<file path="config.mk">
export PLATFORM = sky130hd
export DESIGN_NAME = multicycle_controlunit
export DESIGN_NICKNAME = d
export VERILOG_FILES = /design/src/rtl/multicycle_controlunit.sv
export SDC_FILE = /design/constraint.sdc
export NUM_CORES = 1
export LEC_CHECK = 0
export CORE_MARGIN = 1.5
export CORE_UTILIZATION = 40
export DETAILED_ROUTE_END_ITERATION = 8
export PLACE_DENSITY_LB_ADDON = 0.25
export SLEW_MARGIN = 20
export SYNTH_ARGS = -nofsm -noshare
export SYNTH_HDL_FRONTEND = slang
export SYNTH_SLANG_ARGS = --single-unit
</file>
<file path="constraint.sdc">
create_clock -name CLK -period 3.3 [get_ports CLK]
set_input_delay 0.66 -clock CLK [delete_from_list [all_inputs] [get_ports CLK]]
set_output_delay 0.66 -clock CLK [all_outputs]
set_load 0.005 [all_outputs]
</file>
<file path="src/rtl/multicycle_controlunit.sv">
// Multicycle MIPS control unit.
// Sequences each instruction through FETCH, DECODE, EXEC, MEM and WB.
// Memory requests are held until ihit/dhit arrives or the wait budget expires.
// Optional build macro RETIRE_COUNT_EN adds the 32-bit instret output.
//
// ALUop encoding (aluop_t):
//   SLL=0 SRL=1 ADD=2 SUB=3 AND=4 OR=5 XOR=6 NOR=7 ADDU=8 SUBU=9 SLT=10 SLTU=11
//
// state  | meaning
// IDLE   | post-reset, one cycle before the first fetch
// FETCH  | instruction read outstanding, IR loads on ihit
// DECODE | IR decoded; jumps, JAL link and halts resolved here
// EXEC   | ALU operating; branches resolve and retire here
// MEM    | data read/write outstanding until dhit
// WB     | register write-back and PC advance
// HALTED | sticky stop, only nRST leaves

module multicycle_controlunit #(
    parameter int WORD_W          = 32,
    parameter int MEM_TIMEOUT     = 255,
    parameter int TMO_W           = 8,
    parameter bit HALT_ON_ILLEGAL = 1'b1
) (
    input  logic              CLK,
    input  logic              nRST,
    input  logic [WORD_W-1:0] imemload,
    input  logic              ihit,
    input  logic              dhit,
    input  logic              zero,
    output logic              imemREN,
    output logic              dmemREN,
    output logic              dmemWEN,
    output logic [WORD_W-1:0] instr,
    output logic              pc_en,
    output logic [1:0]        pc_src,
    output logic [3:0]        ALUop,
    output logic              ALUsrc,
    output logic [1:0]        ext,
    output logic [1:0]        RegDst,
    output logic              WEN,
    output logic [1:0]        RFWdata,
    output logic              halt,
    output logic              timeout_err
`ifdef RETIRE_COUNT_EN
    ,
    output logic [31:0]       instret
`endif
);

    typedef enum logic [2:0] {
        IDLE,
        FETCH,
        DECODE,
        EXEC,
        MEM,
        WB,
        HALTED
    } state_t;

    typedef enum logic [3:0] {
        ALU_SLL  = 4'd0,
        ALU_SRL  = 4'd1,
        ALU_ADD  = 4'd2,
        ALU_SUB  = 4'd3,
        ALU_AND  = 4'd4,
        ALU_OR   = 4'd5,
        ALU_XOR  = 4'd6,
        ALU_NOR  = 4'd7,
        ALU_ADDU = 4'd8,
        ALU_SUBU = 4'd9,
        ALU_SLT  = 4'd10,
        ALU_SLTU = 4'd11
    } aluop_t;

    localparam logic [5:0] OP_RTYPE = 6'h00;
    localparam logic [5:0] OP_J     = 6'h02;
    localparam logic [5:0] OP_JAL   = 6'h03;
    localparam logic [5:0] OP_BEQ   = 6'h04;
    localparam logic [5:0] OP_BNE   = 6'h05;
    localparam logic [5:0] OP_ADDI  = 6'h08;
    localparam logic [5:0] OP_ADDIU = 6'h09;
    localparam logic [5:0] OP_SLTI  = 6'h0A;
    localparam logic [5:0] OP_SLTIU = 6'h0B;
    localparam logic [5:0] OP_ANDI  = 6'h0C;
    localparam logic [5:0] OP_ORI   = 6'h0D;
    localparam logic [5:0] OP_XORI  = 6'h0E;
    localparam logic [5:0] OP_LUI   = 6'h0F;
    localparam logic [5:0] OP_LW    = 6'h23;
    localparam logic [5:0] OP_SW    = 6'h2B;
    localparam logic [5:0] OP_HALT  = 6'h3F;

    localparam logic [5:0] FN_SLL  = 6'h00;
    localparam logic [5:0] FN_SRL  = 6'h02;
    localparam logic [5:0] FN_JR   = 6'h08;
    localparam logic [5:0] FN_ADD  = 6'h20;
    localparam logic [5:0] FN_ADDU = 6'h21;
    localparam logic [5:0] FN_SUB  = 6'h22;
    localparam logic [5:0] FN_SUBU = 6'h23;
    localparam logic [5:0] FN_AND  = 6'h24;
    localparam logic [5:0] FN_OR   = 6'h25;
    localparam logic [5:0] FN_XOR  = 6'h26;
    localparam logic [5:0] FN_NOR  = 6'h27;
    localparam logic [5:0] FN_SLT  = 6'h2A;
    localparam logic [5:0] FN_SLTU = 6'h2B;

    // Last wait count at which a missing hit still gets one more chance;
    // a miss here means MEM_TIMEOUT cycles have elapsed without a hit.
    localparam logic [TMO_W-1:0] TMO_LAST = TMO_W'(MEM_TIMEOUT - 1);

    state_t           state, next_state;
    logic [TMO_W-1:0] wait_cnt;
    logic             tmo_flag;
    logic             tmo_fire;

    logic [5:0] opcode;
    logic [5:0] funct;
    aluop_t     dec_aluop;
    logic       dec_alusrc;
    logic [1:0] dec_ext;
    logic       is_rtype, is_jr, is_j, is_jal, is_beq, is_bne;
    logic       is_lw, is_sw, is_lui, is_halt, is_illegal;
    logic       branch_taken;

    assign opcode      = instr[31:26];
    assign funct       = instr[5:0];
    assign timeout_err = tmo_flag;

    // Instruction class and ALU control decoded from the latched IR.
    always_comb begin
        dec_aluop  = ALU_ADD;
        dec_alusrc = 1'b0;
        dec_ext    = 2'd0;
        is_rtype   = 1'b0;
        is_jr      = 1'b0;
        is_j       = 1'b0;
        is_jal     = 1'b0;
        is_beq     = 1'b0;
        is_bne     = 1'b0;
        is_lw      = 1'b0;
        is_sw      = 1'b0;
        is_lui     = 1'b0;
        is_halt    = 1'b0;
        is_illegal = 1'b0;
        case (opcode)
            OP_RTYPE: begin
                is_rtype = 1'b1;
                case (funct)
                    FN_SLL:  dec_aluop = ALU_SLL;
                    FN_SRL:  dec_aluop = ALU_SRL;
                    FN_JR:   is_jr     = 1'b1;
                    FN_ADD:  dec_aluop = ALU_ADD;
                    FN_ADDU: dec_aluop = ALU_ADDU;
                    FN_SUB:  dec_aluop = ALU_SUB;
                    FN_SUBU: dec_aluop = ALU_SUBU;
                    FN_AND:  dec_aluop = ALU_AND;
                    FN_OR:   dec_aluop = ALU_OR;
                    FN_XOR:  dec_aluop = ALU_XOR;
                    FN_NOR:  dec_aluop = ALU_NOR;
                    FN_SLT:  dec_aluop = ALU_SLT;
                    FN_SLTU: dec_aluop = ALU_SLTU;
                    default: is_illegal = 1'b1;
                endcase
            end
            OP_J:   is_j   = 1'b1;
            OP_JAL: is_jal = 1'b1;
            // Branch offset is a signed word displacement, hence sign-extend.
            OP_BEQ: begin
                is_beq    = 1'b1;
                dec_aluop = ALU_SUB;
                dec_ext   = 2'd1;
            end
            OP_BNE: begin
                is_bne    = 1'b1;
                dec_aluop = ALU_SUB;
                dec_ext   = 2'd1;
            end
            OP_ADDI: begin
                dec_aluop  = ALU_ADD;
                dec_alusrc = 1'b1;
                dec_ext    = 2'd1;
            end
            OP_ADDIU: begin
                dec_aluop  = ALU_ADDU;
                dec_alusrc = 1'b1;
                dec_ext    = 2'd1;
            end
            OP_SLTI: begin
                dec_aluop  = ALU_SLT;
                dec_alusrc = 1'b1;
                dec_ext    = 2'd1;
            end
            OP_SLTIU: begin
                dec_aluop  = ALU_SLTU;
                dec_alusrc = 1'b1;
                dec_ext    = 2'd1;
            end
            OP_ANDI: begin
                dec_aluop  = ALU_AND;
                dec_alusrc = 1'b1;
            end
            OP_ORI: begin
                dec_aluop  = ALU_OR;
                dec_alusrc = 1'b1;
            end
            OP_XORI: begin
                dec_aluop  = ALU_XOR;
                dec_alusrc = 1'b1;
            end
            // The upper-immediate value is written straight from the extender.
            OP_LUI: begin
                is_lui     = 1'b1;
                dec_alusrc = 1'b1;
                dec_ext    = 2'd2;
            end
            OP_LW: begin
                is_lw      = 1'b1;
                dec_alusrc = 1'b1;
                dec_ext    = 2'd1;
            end
            OP_SW: begin
                is_sw      = 1'b1;
                dec_alusrc = 1'b1;
                dec_ext    = 2'd1;
            end
            OP_HALT: is_halt    = 1'b1;
            default: is_illegal = 1'b1;
        endcase
    end

    assign branch_taken = (is_beq && zero) || (is_bne && !zero);

    // State register.
    always_ff @(posedge CLK or negedge nRST) begin
        if (!nRST) begin
            state <= IDLE;
        end else begin
            state <= next_state;
        end
    end

    // Next-state and per-phase datapath controls.
    always_comb begin
        next_state = state;
        imemREN    = 1'b0;
        dmemREN    = 1'b0;
        dmemWEN    = 1'b0;
        pc_en      = 1'b0;
        pc_src     = 2'd0;
        ALUop      = 4'd0;
        ALUsrc     = 1'b0;
        ext        = 2'd0;
        RegDst     = 2'd0;
        WEN        = 1'b0;
        RFWdata    = 2'd0;
        halt       = 1'b0;
        tmo_fire   = 1'b0;

        if (state inside {EXEC, MEM, WB}) begin
            ALUop  = dec_aluop;
            ALUsrc = dec_alusrc;
            ext    = dec_ext;
        end

        case (state)
            IDLE: next_state = FETCH;
            FETCH: begin
                imemREN = 1'b1;
                if (ihit) begin
                    next_state = DECODE;
                end else if (wait_cnt == TMO_LAST) begin
                    tmo_fire   = 1'b1;
                    next_state = HALTED;
                end
            end
            DECODE: begin
                if (is_halt) begin
                    next_state = HALTED;
                end else if (is_j || is_jal) begin
                    pc_en      = 1'b1;
                    pc_src     = 2'd2;
                    next_state = FETCH;
                    if (is_jal) begin
                        WEN     = 1'b1;
                        RegDst  = 2'd2;
                        RFWdata = 2'd2;
                    end
                end else if (is_jr) begin
                    pc_en      = 1'b1;
                    pc_src     = 2'd3;
                    next_state = FETCH;
                end else if (is_illegal) begin
                    if (HALT_ON_ILLEGAL) begin
                        next_state = HALTED;
                    end else begin
                        pc_en      = 1'b1;
                        next_state = FETCH;
                    end
                end else begin
                    next_state = EXEC;
                end
            end
            EXEC: begin
                if (is_beq || is_bne) begin
                    pc_en      = 1'b1;
                    pc_src     = branch_taken ? 2'd1 : 2'd0;
                    next_state = FETCH;
                end else if (is_lw || is_sw) begin
                    next_state = MEM;
                end else begin
                    next_state = WB;
                end
            end
            MEM: begin
                dmemREN = is_lw;
                dmemWEN = is_sw;
                if (dhit) begin
                    if (is_lw) begin
                        next_state = WB;
                    end else begin
                        pc_en      = 1'b1;
                        next_state = FETCH;
                    end
                end else if (wait_cnt == TMO_LAST) begin
                    tmo_fire   = 1'b1;
                    next_state = HALTED;
                end
            end
            WB: begin
                WEN        = 1'b1;
                pc_en      = 1'b1;
                RegDst     = is_rtype ? 2'd1 : 2'd0;
                RFWdata    = is_lw ? 2'd1 : (is_lui ? 2'd3 : 2'd0);
                next_state = FETCH;
            end
            HALTED: halt = 1'b1;
            default: next_state = IDLE;
        endcase
    end

    // Instruction register, loaded only on a completed fetch.
    always_ff @(posedge CLK or negedge nRST) begin
        if (!nRST) begin
            instr <= '0;
        end else if (state == FETCH && ihit) begin
            instr <= imemload;
        end
    end

    // Memory wait counter: restarts on entry to FETCH/MEM, counts missed cycles.
    always_ff @(posedge CLK or negedge nRST) begin
        if (!nRST) begin
            wait_cnt <= '0;
        end else if (next_state != state && (next_state == FETCH || next_state == MEM)) begin
            wait_cnt <= '0;
        end else if ((state == FETCH && !ihit) || (state == MEM && !dhit)) begin
            wait_cnt <= wait_cnt + TMO_W'(1);
        end
    end

    // Sticky timeout flag.
    always_ff @(posedge CLK or negedge nRST) begin
        if (!nRST) begin
            tmo_flag <= 1'b0;
        end else if (tmo_fire) begin
            tmo_flag <= 1'b1;
        end
    end

`ifdef RETIRE_COUNT_EN
    // Retired-instruction counter; pc_en is never raised in HALTED so it freezes there.
    always_ff @(posedge CLK or negedge nRST) begin
        if (!nRST) begin
            instret <= 32'd0;
        end else if (pc_en && state != HALTED) begin
            instret <= instret + 32'd1;
        end
    end
`endif

endmodule
</file>
Word-level counts from Yosys, hierarchy flattened
Index checks and enable logic that the tools add are counted.
{"block": "classes", "n_eq_ne": 37, "add_sub_neg": 1, "muxes": 66, "reduce_logical": 26}
{"operator": "$eq 6x6->1 const B", "count": 13}
{"operator": "$eq 6x4->1 const B", "count": 9}
{"operator": "$pmux 4 s11", "count": 1}
{"operator": "$mux 1", "count": 34}
{"operator": "$pmux 4 s8", "count": 1}
{"operator": "$mux 3", "count": 9}
{"operator": "$eq 6x2->1 const B", "count": 3}
{"operator": "$mux 2", "count": 9}
{"operator": "$pmux 3 s6", "count": 1}
{"operator": "$mux 8", "count": 2}
{"operator": "$pmux 2 s2", "count": 4}
{"operator": "$reduce_or 15->1", "count": 1}
{"operator": "$reduce_or 13->1", "count": 1}
{"operator": "$eq 3x3->1 const B", "count": 4}
{"operator": "$eq 6x3->1 const B", "count": 2}
{"operator": "$logic_not 6->1", "count": 2}
{"operator": "$reduce_or 10->1", "count": 1}
{"operator": "$add 8x1->8 const B", "count": 1}
{"operator": "$eq 8x8->1 const B", "count": 1}
{"operator": "$reduce_or 8->1", "count": 1}
{"operator": "$eq 3x1->1 const B", "count": 2}
{"operator": "$eq 3x2->1 const B", "count": 2}
{"operator": "$logic_and 1x1->1", "count": 6}
{"operator": "$logic_or 1x1->1", "count": 6}
{"operator": "9 further kinds", "count": 14}
{"block": "totals", "output_inout_bits": 52, "elab_cells": 134, "reg_bits": 44}

Depth between registers and ports, before layout
Gate-level depths: netlist of the first run.
{"block": "depth", "depth_word": 13, "mapped_depth": 8, "depth_no_buf": 7}

Worst setup path after synthesis of the first run
OpenSTA, ideal clock, no wires.
{"block": "synth_path", "path_type": "register to output", "start": "reg instr[31]", "end": "out ALUop[2]", "stages_incl_launch_ff": 7, "path_slack_ps": 1027, "n_path_buf": 1, "t_arrival_ps": 1613, "path_cell_list": "dfrtp_1 buf_6 or3_4 or2_2 nor4_1 a41oi_1 nor2_1"}
{"block": "synth_between", "elab_chain_cells": 4}
{"item": "start, declared", "line": "33", "source": "output logic [WORD_W-1:0] instr,"}
{"item": "start signal, assigned", "line": "345", "source": "instr <= imemload;"}
{"item": "$eq 6x3->1", "line": "144", "source": "case (opcode)"}
{"item": "$reduce_or 2->1 (no source line)"}
{"item": "$pmux 4 s8 *", "line": "144"}
{"item": "$mux 4 *", "line": "258", "source": "if (state inside {EXEC, MEM, WB}) begin"}
{"item": "end, declared", "line": "36", "source": "output logic [3:0] ALUop,"}
Mark *: on every way between the ends. The rest lies on a longest branch, timed or not.

Final worst setup path of the first run
{"block": "layout_path", "start": "reg instr[27]", "end": "out ALUop[2]"}
The elaborated chain is that of the path after synthesis.

==> metrics.md, run 1 <==
| Metric | Value |
|---|---|
| Clock sink total | `between 40 and 50` |
| Critical Path AT | `2.45 ns` |
| Mapped Cells | `~260` |
| Max_slew headroom | `62.2%` |
| Total number of vias | `2,279` |
| Final setup fails | `0` |
| Netlist cell types | `58` |
| Initial antenna violation count | `0` |
| Clock Latency Late Sink | `~0.29 ns` |
| Syn nets | `approximately 300` |
| WHS | `about 0.35 ns` |
| Fin Setup TNS | `0 ns` |
| Antenna diodes | `0` |
| Crit end category | `primary output` |
| H-tree levels | `2` |
| First-pass GRT wire length | `10,800 µm` |
| Global route overflow | `0` |
| Initial Utilization | `about 42%` |
| Port bufs | `between 80 and 90` |
| Total power | `1.16 mW` |
| Drt wl/cell | `~15 µm` |
| Synthesis Warnings | `0` |
| EDFF count, synth | `0` |
| Chip height | `between 80 and 90 µm` |
| Layout cells sized above 1 | `approximately 17%` |
| Worst VDD drop | `0.303 mV` |
| CTS buffer count | `5` |
| Max-cap viol count | `0` |
| Hold crit path type | `input port to async pin` |
| Post-CTS Resized | `0` |
| Die Area | `around 0.007 mm²` |
| CP required | `approximately 2.6 ns` |
| Iter 0 DRT Violations | `between 50 and 60` |
| Post-layout min period | `approximately 3.1 ns` |
| Fmax | `between 300 and 400 MHz` |
| Post-CTS Setup Inserts | `0` |
| Unrepaired setup endpoints after global routing | `false` |
| Origin of the critical flop-to-flop path | `instr[26]` |
| CTS tree | `built` |
| Worst R2R End | `wait_cnt[3]` |
| Synth async-reset ratio | `100%` |
| Largest net degree at the start of global routing | `45` |
| HPWL after DPL | `about 4800 µm` |
| Worst-Margin Slew | `0.567 ns` |
| Area Growth Syn to Fin | `42.1%` |
| Pre-CTS setup slack | `between 0.4 and 0.5 ns` |
| GRT Overall Usage | `between 20% and 30%` |
| Worst-path maximum fanout | `15` |
| Routability congestion estimate | `roughly 0.93` |
| Final cycle utilization of the critical path | `94.2%` |
| Clock Pin Slew Worst Setup and Hold Paths | `roughly 0.08 ns` |
| Leak | `around 1.5 nW` |
| Post-route setup slack | `just under 0.2 ns` |
| Initial DRT Pass Iterations | `4` |
| CP Launch Type | `flip-flop` |
| DRT Wirelength | `approximately 6500 µm` |
| R2R depth | `6` |
| Mapped Area | `around 0.0025 mm²` |
| Via/cell ratio | `roughly 5.4` |
| Average size of a mapped cell | `9.97 µm²` |
| Fin. max-slew vios | `0` |
| Result of the run | `finished, final reports clean` |
| Post-route antenna net violation count | `0` |
| Cell area after layout | `~0.0036 mm²` |
| Row count | `28` |
| Reg2Reg Setup Slack | `roughly 1.0 ns` |
| Clk_skew | `about 0.0061 ns` |
| Power per cell area | `between 300 and 400 mW/mm²` |
| Root Driver | `clkbuf_8` |
| Clock Path Buffers | `2` |
| Core area | `0.00603 mm²` |
| Most used flip-flop cell after synthesis | `dfrtp_1` |
| #FFs+latches synth | `44` |
| # hold bufs at CTS | `0` |
| Post-DP Area | `~0.0035 mm²` |
| DRC | `0` |
| Number of hold violations in the final report | `0` |
| Vias in the first global route | `about 2,300` |
| Die W | `roughly 83 µm` |
| Register area share after synthesis | `43.3%` |
| # IOs | `89` |
| Nets | `roughly 380` |
| WS Path Type | `flip-flop to primary output` |
-- synth_stat cells, types with 3 or more instances --
| master | n | area, µm² |
|---|---|---|
| o21ai_0 | 13 | 65.1 |
| nor3_1 | 6 | 30.0 |
| or3_1 | 4 | 25.0 |
| nand2_1 | 23 | 86.3 |
| dfrtp_1 | 44 | 1100 |
| inv_1 | 9 | 33.8 |
| nand2b_1 | 4 | 25.0 |
| and4_1 | 3 | 26.3 |
| mux2_2 | 28 | 315 |
| nor2b_1 | 3 | 18.8 |
| a21oi_1 | 9 | 45.0 |
| nor4_1 | 5 | 31.3 |
| buf_2 | 4 | 20.0 |
| nor2_1 | 26 | 97.6 |
| nor4b_1 | 4 | 35.0 |
| nand3_1 | 7 | 35.0 |
| xor2_1 | 6 | 52.6 |
| clkbuf_1 | 6 | 22.5 |
-- logic make-up after synthesis --
logic type | synth area share [%]
and+or+nand+nor | 21.9
AOI/OAI and AO/OA | 14.8
DFF | 43.3
muxes | 12.4
buffers and inverters | 4.18
xor gates and xnor gates | 2.41
adders and majority gates | 0.984
-- routing by layer --
metal  vias to the layer above  GRT usage (%)  wire length (µm)
li1                       1102              -                 -
met1                      1087           26.8              2830
met2                        86           33.7              3100
met3                         4           5.60               491
met4                         0           6.00                55
met5                         -              0                 0
-- worst max-delay path by stage --
stage	startpoint	endpoint
CTS	instr[27]	ALUop[2]
finish	instr[27]	ALUop[2]
floorplan	instr[31]	ALUop[2]
global placement	instr[27]	ALUop[2]
detailed placement	instr[27]	ALUop[2]
global route	instr[27]	ALUop[2]
-- registers in the layout (all words and copies together) (netlist names) --
| name | cells |
|---|---|
| state | 3 |
| timeout_err | 1 |
| wait_cnt | 8 |
| instr | 32 |
-- layout by cell type (no fill, tap or decap), types with 3 or more instances in the layout --
| cell | synthesis | routed |
|---|---|---|
| clkbuf_8 | 0 | 5 |
| o21ai_0 | 13 | 12 |
| and4_1 | 3 | 3 |
| xor2_1 | 6 | 6 |
| nand2b_1 | 4 | 4 |
| or3_1 | 4 | 4 |
| nor4_1 | 5 | 5 |
| mux2_2 | 28 | 28 |
| nor4b_1 | 4 | 4 |
| dfrtp_1 | 44 | 41 |
| clkdlybuf4s50_1 | 0 | 87 |
| nor2b_1 | 3 | 3 |
| inv_1 | 9 | 9 |
| a21oi_1 | 9 | 9 |
| buf_4 | 2 | 8 |
| nand2_1 | 23 | 23 |
| nor3_1 | 6 | 6 |
| dfrtp_2 | 0 | 3 |
| nor2_1 | 26 | 26 |
| nand3_1 | 7 | 7 |
-- worst max-delay path: stages (launching register included) --
cell and delay, ns:
dfrtp_2 0.50, or3_1 0.42, or2_2 0.31, nor4_1 0.24
a41oi_1 0.07, nor2_1 0.10, clkdlybuf4s50_1 0.50
-- final cells by class --
| cell class | count | area (µm²) |
|---|---|---|
| clock buffers | 6 | 72.6 |
| clock inverters | 2 | 35.0 |
| fillers | 549 | 2410 |
| inverters | 9 | 33.8 |
| multi-input cells | 188 | 1340 |
| flip-flops and latches | 44 | 1100 |
| well taps | 75 | 93.8 |
| repair buffers | 95 | 931 |
-- where the power goes --
part / leakage [nW] / internal, mW / switching, mW
clock: 0.0552 / 0.225 / 0.179
combinational: 0.914 / 0.107 / 0.0696
sequential: 0.559 / 0.559 / 0.0209
-- metrics by stage --
stage	utilization, %	instances
after global routing	59.9	419
final	59.9	419
after floorplan	-	255
after CTS	59.8	419
after detailed placement	58.1	411
after global placement	58.1	411
(Power assumes the default switching activity.)
==> run 2, diff against run 1 <==
- CAP_MARGIN: default -> 40
==> run 2 against run 1 <==
Clock skew about the same. Total power about the same. Combinational power about the same. Setup slack better by 0.027 ns. Via count down 0.75%. Clock-buffer cell count unchanged. Hold slack worse by 0.049 ns. Die area unchanged.
==> metrics.md, run 2 (same netlist as run 1, synthesis figures left out) <==
| Metric | Value |
|---|---|
| Result of the run | `finished, final reports clean` |
| CTS buffer count | `5` |
| Die W | `slightly above 80 µm` |
| Crit path to | `ALUop[2]` |
| Max_slew headroom | `between 60% and 70%` |
| Leak | `between 1.5 and 2 nW` |
| Flip-flop and latch area | `between 0.001 and 0.0015 mm²` |
| Initial DRT Pass Iterations | `5` |
| Post-CTS Setup Inserts | `0` |
| Commonest non-fill, non-tap cell in the layout | `clkdlybuf4s50_1` |
| Largest net degree at the start of global routing | `37` |
| Crit end category | `primary output` |
| Global route overflow | `0` |
| Unrepaired setup endpoints after global routing | `false` |
| Area Growth Syn to Fin | `43.0%` |
| Power per cell area | `between 300 and 400 mW/mm²` |
| CP Launch Point | `instr[27]` |
| Port bufs | `between 80 and 90` |
| Critical Path AT | `~2.4 ns` |
| Hold crit path type | `input port to async pin` |
| Most frequent cells in the layout | `clkdlybuf4s50_1 (87), dfrtp_1 (41), mux2_2 (28)` |
| Top reg by flops | `instr` |
| First-pass GRT wire length | `~11,000 µm` |
| Initial antenna violation count | `0` |
| Core area | `about 0.0060 mm²` |
| Reg2Reg Setup Slack | `~1.1 ns` |
| HPWL after DPL | `4890 µm` |
| WS Path Type | `flip-flop to primary output` |
| Via/cell ratio | `between 5 and 6` |
| Total number of vias | `roughly 2,300` |
| Drt wl/cell | `~16 µm` |
| Worst R2R End | `wait_cnt[1]` |
| Clock Latency Late Sink | `0.29 ns` |
| Clock Path Buffers | `2` |
| Final cycle utilization of the critical path | `just over 90%` |
| CP required | `between 2 and 3 ns` |
| Row count | `28` |
| Biggest regs | `instr: 32 flops, wait_cnt: 8 flops, state: 3 flops` |
| H-tree levels | `2` |
| Layout cells sized above 1 | `~17%` |
| Final Non-Filler Cells | `420` |
| R2R depth | `6` |
| Dpl cells | `roughly 410` |
| CTS tree | `built` |
| DRT Wirelength | `roughly 6500 µm` |
| # IOs | `just under 90` |
| Post-layout min period | `3.08 ns` |
| DRC | `0` |
| Clock sink total | `44` |
| Initial Utilization | `42.2%` |
| Clock Pin Slew Worst Setup and Hold Paths | `~0.080 ns` |
| Nets | `around 380` |
| Chip height | `between 80 and 90 µm` |
| Root Driver | `clkbuf_8` |
| WHS | `0.305 ns` |
| Fin Setup TNS | `0 ns` |
| # hold bufs at CTS | `0` |
| Vias in the first global route | `approximately 2,200` |
| Area of the multi-input gates | `between 0.001 and 0.0015 mm²` |
| Origin of the critical flop-to-flop path | `instr[27]` |
| Worst-path maximum fanout | `15` |
| Final setup fails | `0` |
| Max-cap viol count | `0` |
| Clk_skew | `between 0.006 and 0.007 ns` |
| Die Area | `approximately 0.007 mm²` |
| Iter 0 DRT Violations | `80` |
| Post-route antenna net violation count | `0` |
| Fin. max-slew vios | `0` |
| GRT Overall Usage | `roughly a fifth` |
| Fmax | `roughly 320 MHz` |
| Max reg flops | `32` |
| Worst-Margin Slew | `about 0.50 ns` |
| Worst VDD drop | `roughly 0.31 mV` |
| CP Launch Type | `flip-flop` |
| # fillers | `about 540` |
| Antenna diodes | `0` |
| Number of hold violations in the final report | `0` |
| Routability congestion estimate | `around 0.93` |
## run 2: changes by cell type in the layout (fill, tap and decap cells not counted)
cell	change
nor4_2	+1
buf_12	+1
buf_2	+1
nor4_1	-1
buf_4	-1
o21ai_0	+1
o21ai_1	-1
## run 2: area by class of cell
| class | count | share of cell area, % |
|---|---|---|
| clock buffer | 6 | 2.00 |
| clock inverter | 2 | 0.964 |
| inverter | 9 | 0.929 |
| multi-input combinational | 188 | 37.1 |
| sequential | 44 | 30.4 |
| tap | 75 | 2.58 |
| timing repair buffer | 96 | 26.1 |
## run 2: worst min path at each step
stage                     start           to  slack, ns  cells past startpoint
finish                     nRST    instr[23]       0.30                      1
global route               nRST    instr[23]       0.33                      1
CTS                        nRST    instr[23]       0.31                      1
detailed placement  timeout_err  timeout_err       0.45                      1
global placement    timeout_err  timeout_err       0.45                      1
floorplan                  nRST     instr[0]       0.36                      0
## run 2: critical path, stage by stage, from the launching register on
cell and delay (ns):
dfrtp_2 0.50, or3_1 0.42, or2_2 0.32, nor4_2 0.21
a41oi_1 0.07, nor2_1 0.10, clkdlybuf4s50_1 0.50
## run 2: through the flow
step           util, %  area, µm²  power, mW  setup slack (ns)
4_1_cts           60.2       3630       1.18             0.109
2_1_floorplan        -       2540      0.653              1.03
3_3_place_gp      58.1       3500      0.764             0.504
5_1_grt           60.3       3640       1.21            0.0210
3_5_place_dp      58.4       3520      0.771             0.450
6_report          60.3       3640       1.16             0.220
## run 2: layer usage
| metal | global-route usage [%] | part of all wire [%] | routed length, µm |
|---|---|---|---|
| met5 | 0 | 0 | 0 |
| met3 | 6.15 | 8.5 | 555 |
| met1 | 26.3 | 43 | 2800 |
| met4 | 7.00 | 1.6 | 106 |
| met2 | 33.3 | 47 | 3060 |
## run 2: where the power goes
| part | leakage [nW] | internal (mW) | total (mW) | switching, mW |
|---|---|---|---|---|
| Clock | 0.0552 | 0.225 | 0.400 | 0.175 |
| Combinational | 0.923 | 0.109 | 0.179 | 0.0700 |
| Sequential | 0.559 | 0.559 | 0.581 | 0.0215 |
## run 2: timing repair
item                                    in CTS  in global routing
hold endpoints to repair                     0                  0
gates resized for setup                      0                  4
endpoints found under the setup margin       0                  4
==> run 3, diff against run 2 <==
- ABC_CLOCK_PERIOD_IN_PS: default -> 3300
- CORE_UTILIZATION: 40 -> 45
==> run 3 against run 2 <==
Register-to-register slack got worse by 0.09 ns. Sequential power hardly changed. Final cell count fell by 1.2%. Design area fell by 1.3%. Critical path type unchanged. Critical endpoint unchanged. Largest cell class unchanged. Highest routed layer unchanged.
==> metrics.md, run 3 (same netlist as run 1, synthesis figures left out) <==
| Metric | Value |
|---|---|
| CTS tree | `built` |
| Port bufs | `88` |
| Critical Path AT | `roughly 2.5 ns` |
| Die W | `~80 µm` |
| # hold bufs at CTS | `0` |
| HPWL after DPL | `4870 µm` |
| # IOs | `89` |
| Largest net degree at the start of global routing | `37` |
| Final cycle utilization of the critical path | `between 90 and 100%` |
| Power per cell area | `299 mW/mm²` |
| Layout cells sized above 1 | `16.6%` |
| Biggest regs | `instr: 32 flops, wait_cnt: 8 flops, state: 3 flops` |
| Unrepaired setup endpoints after global routing | `false` |
| Post-route antenna net violation count | `0` |
| Global route overflow | `0` |
| Routability congestion estimate | `between 0.8 and 0.9` |
| # fillers | `approximately 460` |
| Post-CTS Resized | `0` |
| DRC | `0` |
| Fin Setup TNS | `0 ns` |
| Total number of vias | `approximately 2,300` |
| Result of the run | `finished, final reports clean` |
| Max_slew headroom | `62.6%` |
| Worst-Margin Slew | `0.547 ns` |
| Antenna diodes | `0` |
| Area Growth Syn to Fin | `41.2%` |
| Nets | `approximately 380` |
| Fin. max-slew vios | `0` |
| Drt wl/cell | `15.4 µm` |
| Vias in the first global route | `approximately 2,200` |
| DRT Wirelength | `roughly 6400 µm` |
| H-tree levels | `2` |
| Clock Latency Late Sink | `between 0.2 and 0.3 ns` |
| Post-layout min period | `around 3.2 ns` |
| Top reg by flops | `instr` |
| Pre-CTS setup slack | `just over 0.4 ns` |
| Row count | `27` |
| Worst VDD drop | `0.298 mV` |
| Root Driver | `clkbuf_8` |
| Initial antenna violation count | `0` |
| Clock Path Buffers | `2` |
| CP required | `2.64 ns` |
| WHS | `0.278 ns` |
| Die Area | `0.00611 mm²` |
| Hold crit path type | `input port to async pin` |
| CP Launch Type | `flip-flop` |
| WS Path Type | `flip-flop to primary output` |
| Worst-path maximum fanout | `15` |
| Post-route setup slack | `roughly 0.14 ns` |
| Core area | `0.00547 mm²` |
| Fmax | `317 MHz` |
| Number of hold violations in the final report | `0` |
| Leak | `around 1.5 nW` |
| Max-cap viol count | `0` |
| Final setup fails | `0` |
| Initial Utilization | `between 40% and 50%` |
| Initial DRT Pass Iterations | `4` |
| Chip height | `roughly 78 µm` |
| CTS buffer count | `5` |
| Post-CTS Setup Inserts | `0` |
| Most frequent cells in the layout | `clkdlybuf4s50_1 (87), dfrtp_1 (40), mux2_2 (28)` |
| Iter 0 DRT Violations | `roughly 180` |
| Crit end category | `primary output` |
| Clock Pin Slew Worst Setup and Hold Paths | `about 0.080 ns` |
| Final Non-Filler Cells | `about 420` |
| Commonest non-fill, non-tap cell in the layout | `clkdlybuf4s50_1` |
| Dpl cells | `408` |
| Clk_skew | `between 0.007 and 0.008 ns` |
| Via/cell ratio | `roughly 5.5` |
| First-pass GRT wire length | `between 10,000 and 15,000 µm` |
| GRT Overall Usage | `about 22%` |
| Clock sink total | `44` |
| Max reg flops | `32` |
[run 3: worst max-delay path, stage by stage, from the launching register on]
cell             delay, ns
dfrtp_2               0.50
or3_1                 0.44
or2_2                 0.32
nor4_1                0.24
a41oi_1               0.08
nor2_1                0.12
clkdlybuf4s50_1       0.51
[run 3: layer usage]
metal / GRT usage [%] / routed length, µm
met2: 38.9 / 3230
met4: 6.96 / 78
met5: 0 / 0
met1: 26.5 / 2570
met3: 5.35 / 494
[run 3: power by group]
group | internal (mW) | switching (mW) | leakage (nW)
Sequential | 0.559 | 0.0229 | 0.558
Combinational | 0.108 | 0.0670 | 0.918
Clock | 0.144 | 0.172 | 0.0410
[run 3: cell type report]
type                    count  area (µm²)  area share (%)
repair buffers             95         941            26.2
inverters                   9        33.8           0.941
clock inverters             1        5.00           0.139
well taps                  72        90.1            2.51
clock buffers               6        72.6            2.02
multi-input cells         188        1340            37.4
flip-flops and latches     44        1110            30.8
[run 3: stage by stage]
stage | power (mW) | util, % | instance area (µm²)
after floorplan | 0.653 | - | 2540
after global placement | 0.760 | 63.7 | 3490
after detailed placement | 0.768 | 64.1 | 3510
after CTS | 1.09 | 65.5 | 3580
after global routing | 1.13 | 65.6 | 3590
final | 1.07 | 65.6 | 3590
[run 3: path summary, 6_finish.rpt]
check | startpoint | to | slack [ns] | depth (start not counted)
max | instr[27] | ALUop[2] | 0.14 | 6
min | nRST | instr[4] | 0.28 | 1
max reg2reg | instr[26] | wait_cnt[1] | 0.98 | 7
min reg2reg | timeout_err | timeout_err | 0.47 | 1
max in group asynchronous | nRST | state[0] | 2.52 | 2
min in group CLK | timeout_err | timeout_err | 0.47 | 1
